File: src/rtl/pipeline_stall_controller_if.sv
// Handshake bundle between the hazard/memory side and the pipeline stall controller.
// The master drives the hazard sources and the slave returns the per-stage controls.
interface pipeline_stall_controller_if #(
  parameter int unsigned CNT_W = 32
);
  logic             hazard_detected;
  logic             branch_taken;
  logic             mem_wait;
  logic             pc_write_en;
  logic             ifid_write_en;
  logic             ifid_flush;
  logic             idex_bubble;
  logic             pipe_freeze;
  logic             timeout_err;
  logic [CNT_W-1:0] stall_cnt;
  logic [CNT_W-1:0] flush_cnt;

  modport master (
    output hazard_detected, branch_taken, mem_wait,
    input  pc_write_en, ifid_write_en, ifid_flush, idex_bubble, pipe_freeze,
    input  timeout_err, stall_cnt, flush_cnt
  );

  modport slave (
    input  hazard_detected, branch_taken, mem_wait,
    output pc_write_en, ifid_write_en, ifid_flush, idex_bubble, pipe_freeze,
    output timeout_err, stall_cnt, flush_cnt
  );
endinterface

File: src/rtl/pipeline_stall_controller.sv
// Turns load-use hazards, taken branches and data-memory waits into per-stage pipeline
// controls, with multi-cycle branch flush, a memory-wait watchdog and saturating counters.
module pipeline_stall_controller #(
  parameter int unsigned FLUSH_CYCLES   = 2,
  parameter int unsigned TIMEOUT_CYCLES = 1024,
  parameter int unsigned CNT_W          = 32
) (
  input  logic                         clk,
  input  logic                         rst_n,
  pipeline_stall_controller_if.slave   ctrl
);

  localparam int unsigned WaitW = $clog2(TIMEOUT_CYCLES);

  typedef enum logic [1:0] {StRun, StFlush, StError} state_e;

  state_e           state_q, state_d;
  logic [3:0]       flush_left_q, flush_left_d;
  logic [WaitW-1:0] wait_cnt_q, wait_cnt_d;
  logic [CNT_W-1:0] stall_cnt_q, stall_cnt_d;
  logic [CNT_W-1:0] flush_cnt_q, flush_cnt_d;
  logic             err_q, err_d;

  logic pc_we, ifid_we, ifid_fl, idex_bub, freeze;

  // Control outputs act in the same cycle; priority ERROR > mem_wait > branch > hazard.
  always_comb begin
    pc_we    = 1'b1;
    ifid_we  = 1'b1;
    ifid_fl  = 1'b0;
    idex_bub = 1'b0;
    freeze   = 1'b0;
    if (!rst_n) begin
      pc_we    = 1'b0;
      ifid_we  = 1'b0;
      ifid_fl  = 1'b1;
      idex_bub = 1'b1;
    end else if (state_q == StError || ctrl.mem_wait) begin
      pc_we   = 1'b0;
      ifid_we = 1'b0;
      freeze  = 1'b1;
    end else if (state_q == StFlush || ctrl.branch_taken) begin
      ifid_fl  = 1'b1;
      idex_bub = 1'b1;
    end else if (ctrl.hazard_detected) begin
      pc_we    = 1'b0;
      ifid_we  = 1'b0;
      idex_bub = 1'b1;
    end
  end

  always_comb begin
    state_d      = state_q;
    flush_left_d = flush_left_q;
    wait_cnt_d   = wait_cnt_q;
    err_d        = err_q;
    stall_cnt_d  = stall_cnt_q;
    flush_cnt_d  = flush_cnt_q;

    if (!pc_we && stall_cnt_q != '1) stall_cnt_d = stall_cnt_q + CNT_W'(1);
    if (ifid_fl && flush_cnt_q != '1) flush_cnt_d = flush_cnt_q + CNT_W'(1);

    case (state_q)
      StError: ;
      default: begin
        if (ctrl.mem_wait) begin
          // The TIMEOUT_CYCLES-th consecutive wait cycle trips the watchdog.
          if (wait_cnt_q == WaitW'(TIMEOUT_CYCLES - 1)) begin
            state_d = StError;
            err_d   = 1'b1;
          end else begin
            wait_cnt_d = wait_cnt_q + WaitW'(1);
          end
        end else begin
          wait_cnt_d = '0;
          if (ctrl.branch_taken) begin
            if (FLUSH_CYCLES > 1) begin
              state_d      = StFlush;
              flush_left_d = 4'(FLUSH_CYCLES - 1);
            end
          end else if (state_q == StFlush) begin
            flush_left_d = flush_left_q - 4'd1;
            if (flush_left_q == 4'd1) state_d = StRun;
          end
        end
      end
    endcase
  end

  always_ff @(posedge clk) begin
    if (!rst_n) begin
      state_q      <= StRun;
      flush_left_q <= '0;
      wait_cnt_q   <= '0;
      stall_cnt_q  <= '0;
      flush_cnt_q  <= '0;
      err_q        <= 1'b0;
    end else begin
      state_q      <= state_d;
      flush_left_q <= flush_left_d;
      wait_cnt_q   <= wait_cnt_d;
      stall_cnt_q  <= stall_cnt_d;
      flush_cnt_q  <= flush_cnt_d;
      err_q        <= err_d;
    end
  end

  assign ctrl.pc_write_en   = pc_we;
  assign ctrl.ifid_write_en = ifid_we;
  assign ctrl.ifid_flush    = ifid_fl;
  assign ctrl.idex_bubble   = idex_bub;
  assign ctrl.pipe_freeze   = freeze;
  assign ctrl.timeout_err   = err_q;
  assign ctrl.stall_cnt     = stall_cnt_q;
  assign ctrl.flush_cnt     = flush_cnt_q;

endmodule
File: src/flat_wrapper.sv
// flat-port wrapper written by rule: the top's interface ports become plain ports
module pipeline_stall_controller_flat 
#(
  parameter int unsigned FLUSH_CYCLES   = 2,
  parameter int unsigned TIMEOUT_CYCLES = 1024,
  parameter int unsigned CNT_W          = 32
)
  (clk, rst_n, ctrl_hazard_detected, ctrl_branch_taken, ctrl_mem_wait, ctrl_pc_write_en, ctrl_ifid_write_en, ctrl_ifid_flush, ctrl_idex_bubble, ctrl_pipe_freeze, ctrl_timeout_err, ctrl_stall_cnt, ctrl_flush_cnt);
  pipeline_stall_controller_if #(.CNT_W(CNT_W)) ctrl_i ();
  input  logic clk;
  input  logic rst_n;
  input wire logic [$bits(ctrl_i.hazard_detected)-1:0] ctrl_hazard_detected;
  input wire logic [$bits(ctrl_i.branch_taken)-1:0] ctrl_branch_taken;
  input wire logic [$bits(ctrl_i.mem_wait)-1:0] ctrl_mem_wait;
  output wire logic [$bits(ctrl_i.pc_write_en)-1:0] ctrl_pc_write_en;
  output wire logic [$bits(ctrl_i.ifid_write_en)-1:0] ctrl_ifid_write_en;
  output wire logic [$bits(ctrl_i.ifid_flush)-1:0] ctrl_ifid_flush;
  output wire logic [$bits(ctrl_i.idex_bubble)-1:0] ctrl_idex_bubble;
  output wire logic [$bits(ctrl_i.pipe_freeze)-1:0] ctrl_pipe_freeze;
  output wire logic [$bits(ctrl_i.timeout_err)-1:0] ctrl_timeout_err;
  output wire logic [$bits(ctrl_i.stall_cnt)-1:0] ctrl_stall_cnt;
  output wire logic [$bits(ctrl_i.flush_cnt)-1:0] ctrl_flush_cnt;
  assign ctrl_i.hazard_detected = ctrl_hazard_detected;
  assign ctrl_i.branch_taken = ctrl_branch_taken;
  assign ctrl_i.mem_wait = ctrl_mem_wait;
  assign ctrl_pc_write_en = ctrl_i.pc_write_en;
  assign ctrl_ifid_write_en = ctrl_i.ifid_write_en;
  assign ctrl_ifid_flush = ctrl_i.ifid_flush;
  assign ctrl_idex_bubble = ctrl_i.idex_bubble;
  assign ctrl_pipe_freeze = ctrl_i.pipe_freeze;
  assign ctrl_timeout_err = ctrl_i.timeout_err;
  assign ctrl_stall_cnt = ctrl_i.stall_cnt;
  assign ctrl_flush_cnt = ctrl_i.flush_cnt;
  pipeline_stall_controller #(.FLUSH_CYCLES(FLUSH_CYCLES), .TIMEOUT_CYCLES(TIMEOUT_CYCLES), .CNT_W(CNT_W)) u_core (.clk(clk), .rst_n(rst_n), .ctrl(ctrl_i));
endmodule
File: config.mk
export PLATFORM = sky130hd
export DESIGN_NAME = pipeline_stall_controller_flat
export DESIGN_NICKNAME = d
export VERILOG_FILES = /design/src/rtl/pipeline_stall_controller_if.sv /design/src/rtl/pipeline_stall_controller.sv /design/src/flat_wrapper.sv
export SDC_FILE = /design/constraint.sdc
export NUM_CORES = 1
export LEC_CHECK = 0
export CAP_MARGIN = 15
export CORE_ASPECT_RATIO = 1.25
export CORE_UTILIZATION = 53
export DETAILED_ROUTE_END_ITERATION = 8
export PLACE_DENSITY = 0.8
export SLEW_MARGIN = 20
export SYNTH_ARGS = -nofsm -noshare
export SYNTH_HDL_FRONTEND = slang
export SYNTH_SLANG_ARGS = --single-unit
File: constraint.sdc
create_clock -name clk -period 2.9 [get_ports clk]
set_input_delay 0.725 -clock clk [delete_from_list [all_inputs] [get_ports clk]]
set_output_delay 0.725 -clock clk [all_outputs]
set_load 0.05 [all_outputs]
# [Word-level counts from Yosys, hierarchy flattened]
# Index checks and enable logic that the tools add are counted.
[classes] muxes=22 reduce_logical=12 n_addsub=4 n_eq_ne=8 n_bitwise=2
[op_table] cell="$add 32x1->32 const B" count=2
[op_table] cell="$ne 32x32->1 const B" count=2
[op_table] cell="$mux 10" count=2
[op_table] cell="$mux 1" count=13
[op_table] cell="$add 10x1->10 const B" count=1
[op_table] cell="$eq 10x10->1 const B" count=1
[op_table] cell="$mux 2" count=5
[op_table] cell="$mux 4" count=2
[op_table] cell="$reduce_and 3->1" count=2
[op_table] cell="$reduce_bool 3->1" count=2
[op_table] cell="$eq 4x1->1 const B" count=1
[op_table] cell="$reduce_and 4->1" count=1
[op_table] cell="$sub 4x1->4 const B" count=1
[op_table] cell="$eq 2x1->1 const B" count=1
[op_table] cell="$eq 2x2->1 const B" count=1
[op_table] cell="$logic_and 1x1->1" count=2
[op_table] cell="$logic_or 1x1->1" count=2
[op_table] cell="$ne 2x1->1 const B" count=1
[op_table] cell="$ne 2x2->1 const B" count=1
[op_table] cell="$not 1->1" count=2
[op_table] cell="$reduce_and 2->1" count=1
[op_table] cell="$reduce_bool 2->1" count=1
[op_table] cell="$logic_not 1->1" count=1
[word_totals] out_inout_bits=70 input_bits=5 register_bits=81 elab_cells=54

# [Logic depth before layout (Yosys ltp)]
[logic_depth] ltp_word=7 mapped_depth=8

# [Worst setup path after synthesis]
# Ideal clock, no wire load.
[synth_timing] path_kind="input-to-output" start="in ctrl_branch_taken" end="out ctrl_idex_bubble" t_arrival_ps=2148 path_stages=4 required_time_ps=2175 setup_slack_ps=27 cell_sequence="clkbuf_1 -> a21boi_0 -> o21ai_2 -> a21o_1"
[synth_between] elab_chain_len=4
[synth_rtl] element="start: declaration" line_no="flat_wrapper.sv:13" source="input wire logic [$bits(ctrl_i.branch_taken)-1:0] ctrl_branch_taken;"
[synth_rtl] element="$logic_or 1x1->1" line_no="pipeline_stall_controller.sv:42" source="end else if (state_q == StFlush || ctrl.branch_taken) begin"
[synth_rtl] element="$mux 1" line_no="pipeline_stall_controller.sv:42"
[synth_rtl] element="$mux 1" line_no="pipeline_stall_controller.sv:38" source="end else if (state_q == StError || ctrl.mem_wait) begin"
[synth_rtl] element="$mux 1" line_no="pipeline_stall_controller.sv:33" source="if (!rst_n) begin"
[synth_rtl] element="end: declaration" line_no="flat_wrapper.sv:18" source="output wire logic [$bits(ctrl_i.idex_bubble)-1:0] ctrl_idex_bubble;"
# Every way passes these cells.

# [Final worst setup path]
[layout_timing] start="in ctrl_hazard_detected" end="out ctrl_ifid_write_en"
[layout_between] elab_chain_len=4
[layout_rtl] element="start: declaration" line_no="flat_wrapper.sv:12" source="input wire logic [$bits(ctrl_i.hazard_detected)-1:0] ctrl_hazard_detected;"
[layout_rtl] element="$mux 1" line_no="pipeline_stall_controller.sv:45" source="end else if (ctrl.hazard_detected) begin"
[layout_rtl] element="$mux 1" line_no="pipeline_stall_controller.sv:42"
[layout_rtl] element="$mux 1" line_no="pipeline_stall_controller.sv:38"
[layout_rtl] element="$mux 1" line_no="pipeline_stall_controller.sv:33"
[layout_rtl] element="end: declaration" line_no="flat_wrapper.sv:16" source="output wire logic [$bits(ctrl_i.ifid_write_en)-1:0] ctrl_ifid_write_en;"
# Every way passes these cells.

==> results.cfg <==
[outcome]
status = complete, no violations

[synth]
synth_flop_cell = dfxtp_1
synth-edff-count = 0
ys_async_sr_fraction_pct = 0
yosysWarnings = 0
synth_cell_types = 52
ys_seq_area_share_pct = 38.6
synth_nets = 527
netlist_instances = 517
syn-cell-area_sq_mm = 0.00420
synth_area_per_cell_sq_um = 8.13
ys_seq_elements = 81

[critical_path]
critical_path_class = in -> out
startpoint_type = input port
worst-path-max-fanout = 2
worstPathArrival_ns = 2.11
cp_top_family = buffers and inverters
cp_num_buf_inv = 3
crit_chain = clkdlybuf4s50_1 -> or3b_4 -> a32oi_4 -> inv_2 -> buf_12
crit_path_end_kind = output pin
cpPeakStageDelay_ns = 0.47
cp_data_required_time_ns = 2.17
slowest_stage = clkdlybuf4s50_1

[timing]
drv_slew = 0
fmaxAchievable_mhz = 352
holdWs_ns = 0.482
tns_ns = 0
rsz0062_at_grt = no
period_needed_ns = 2.84
finalHoldViolations = 0
clock_skew_ns = 0.0104
period_share_pct = 97.9
worst_slew_margin_rel_pct = 44.5
worst_slew_pin_slew_ns = 0.832
setup_viol = 0

[global_routing]
grt_overflow_total = 0
antenna_found_initial = 0
grt_pass1_wl_mm = 17.0
grt_max_degree = 64
grt_usage_pct = 26.1
first_global_vias = 3797

[run]
cap_viol_max_count = 0

[place]
io_buffers = 74
gp_congestion = 0.878
dp_hpwl_mm = 7.32
dpl_cell_area_sq_mm = 0.00515

[die]
die-width_um = 81.7
rows = 35
core_sq_mm = 0.00753
io_pins = 75
dieArea_sq_mm = 0.00829
start_util_pct = 55.8
die_h_um = 102

[worst_hold_path]
hp-class = reg -> reg

[route]
drcViolationCount = 0
antenna_left = 0
viasPerCell = 6.08
initialDrtViolationCount = 216
route.detailed.wl_per_inst_um = 15.0
wl_mm = 10.5
vias = 4276
drtPass1Iterations = 5

[layout]
fin_nets = 616
syn2layout_area_growth_pct = 28.4
final_cell_area_sq_mm = 0.00540
drive_gt1_share_pct = 9.82
antenna_cells = 0
n_fill_cell = 625

[clocking]
holdBufCountCts = 0
cts-root-buf = clkbuf_8
clkTransAtPathRegs_ns = 0.09
htreeDepth = 3
clock_latency_ns = 0.35
cts_tree = yes
cts_buffer_depth = 2
cts.sinks = 81
numCtsBuffers = 9

[power_and_ir_drop]
power_density_mw_per_mm2 = 436
vdd_drop_max_mv = 0.312
leakagePower_nw = 1.76
[cells in the mapped netlist (2+ instances only)]
library cell | count | share of area, %
o31ai_1 | 16 | 2.9
mux2i_1 | 8 | 1.9
buf_2 | 3 | 0.36
or4_1 | 18 | 3.2
o21ai_2 | 2 | 0.42
nand4_1 | 24 | 3.6
nor3_1 | 11 | 1.3
and2_1 | 6 | 0.89
nand3_1 | 26 | 3.1
nand2b_1 | 9 | 1.3
a21boi_0 | 4 | 0.71
buf_6 | 4 | 1.1
and3_1 | 6 | 0.89
o21ai_0 | 33 | 3.9
o21a_1 | 7 | 1.3
nor2b_1 | 3 | 0.45
or2_2 | 2 | 0.30
and4_1 | 6 | 1.3
dfxtp_1 | 81 | 39
ha_1 | 5 | 1.5
nand2_1 | 59 | 5.3
nor4_1 | 7 | 1.0
buf_1 | 3 | 0.27
a21oi_1 | 55 | 6.5
nor2_1 | 25 | 2.2
xor2_1 | 5 | 1.0
clkbuf_1 | 10 | 0.89
o41ai_1 | 4 | 0.83
o211ai_1 | 4 | 0.71
buf_4 | 2 | 0.36
or3_1 | 33 | 4.9
inv_1 | 13 | 1.2
xnor2_1 | 4 | 0.83
[worst reg2reg max path, delay by kind of cell, from the launching register on]
| kind | cells | cell delay [ns] |
|---|---|---|
| AOI/OAI and AO/OA | 3 | 1.02 |
| and+or+nand+nor | 2 | 0.80 |
| DFF | 1 | 0.48 |
| buffers and inverters | 1 | 0.29 |
[layout make-up]
class                           count  area (sq um)  area share [%]
Multi-Input combinational cell    399          2390            44.3
Sequential cell                    81          1620            30.0
Timing Repair Buffer              101           981            18.2
Clock buffer                       11           151            2.80
Tap cell                           92           115            2.13
Clock inverter                      5          86.3            1.60
Inverter                           14          52.6           0.974
[per-stage QoR]
| stage | setup WS (ns) | cells | power, mW | utilization [%] |
|---|---|---|---|---|
| 6_report | 0.0602 | 703 | 2.36 | 71.7 |
| 5_1_grt | 0.0346 | 703 | 2.44 | 71.7 |
| 4_1_cts | 0.0424 | 703 | 2.37 | 71.7 |
| 3_5_place_dp | -0.0449 | 686 | 1.41 | 68.4 |
| 3_3_place_gp | -0.0591 | 686 | 1.40 | 68.4 |
| 2_1_floorplan | 0.0266 | 517 | 1.33 | - |
[registers in the layout, summed over array words and instances (netlist names)]
name and flops:
u_core.ctrl.flush_cnt 32, u_core.ctrl.stall_cnt 32, u_core.ctrl.timeout_err 1, u_core.flush_left_q 4, u_core.state_q 2, u_core.wait_cnt_q 10
[layer usage]
metal | track usage, % | wire length, um
met4 | 13.5 | 243
met2 | 47.0 | 5350
met3 | 3.24 | 438
met5 | 0 | 0
met1 | 29.5 | 4490
[cell families (layout without fill, tap and decap cells)]
| group | Yosys count | after routing | synth area share, % |
|---|---|---|---|
| compound gates | 135 | 135 | 19.9 |
| mux | 8 | 8 | 1.91 |
| xor+xnor | 9 | 9 | 1.88 |
| simple gates | 242 | 242 | 31.7 |
| flops | 81 | 81 | 38.6 |
| fa+ha+maj | 5 | 5 | 1.49 |
| buf+inv | 37 | 131 | 4.55 |
[cell usage in the layout, fill, tap and decap left out, types with 9 or more instances in the layout]
cell,n
or4_1,18
or3_1,33
inv_1,12
nor2_1,25
nand4_1,24
clkbuf_8,11
o31ai_1,16
nand2_1,59
nor3_1,11
o21ai_0,33
a21oi_1,55
nand2b_1,9
clkdlybuf4s50_1,69
nand3_1,26
buf_4,28
dfxtp_1,81
[final timing paths]
check	start	end	slack (ns)	cells after the start
max	ctrl_hazard_detected	ctrl_ifid_write_en	0.06	5
min	u_core.ctrl.timeout_err	u_core.ctrl.timeout_err	0.48	2
max reg2reg	u_core.ctrl.flush_cnt[12]	u_core.ctrl.flush_cnt[8]	0.25	6
min reg2reg	u_core.ctrl.timeout_err	u_core.ctrl.timeout_err	0.48	2
[power by group]
| group | internal (mW) | switching, mW |
|---|---|---|
| combinational | 0.0926 | 0.146 |
| clock | 0.538 | 0.430 |
| sequential | 1.13 | 0.0226 |
[repair_timing]
item	CTS	global route
resized for setup	1	1
cloned	0	0
endpoints found under the setup margin	2	2
pin swaps	1	0
buffers inserted	1	0
No activity file was read; power rests on OpenSTA's default activity.
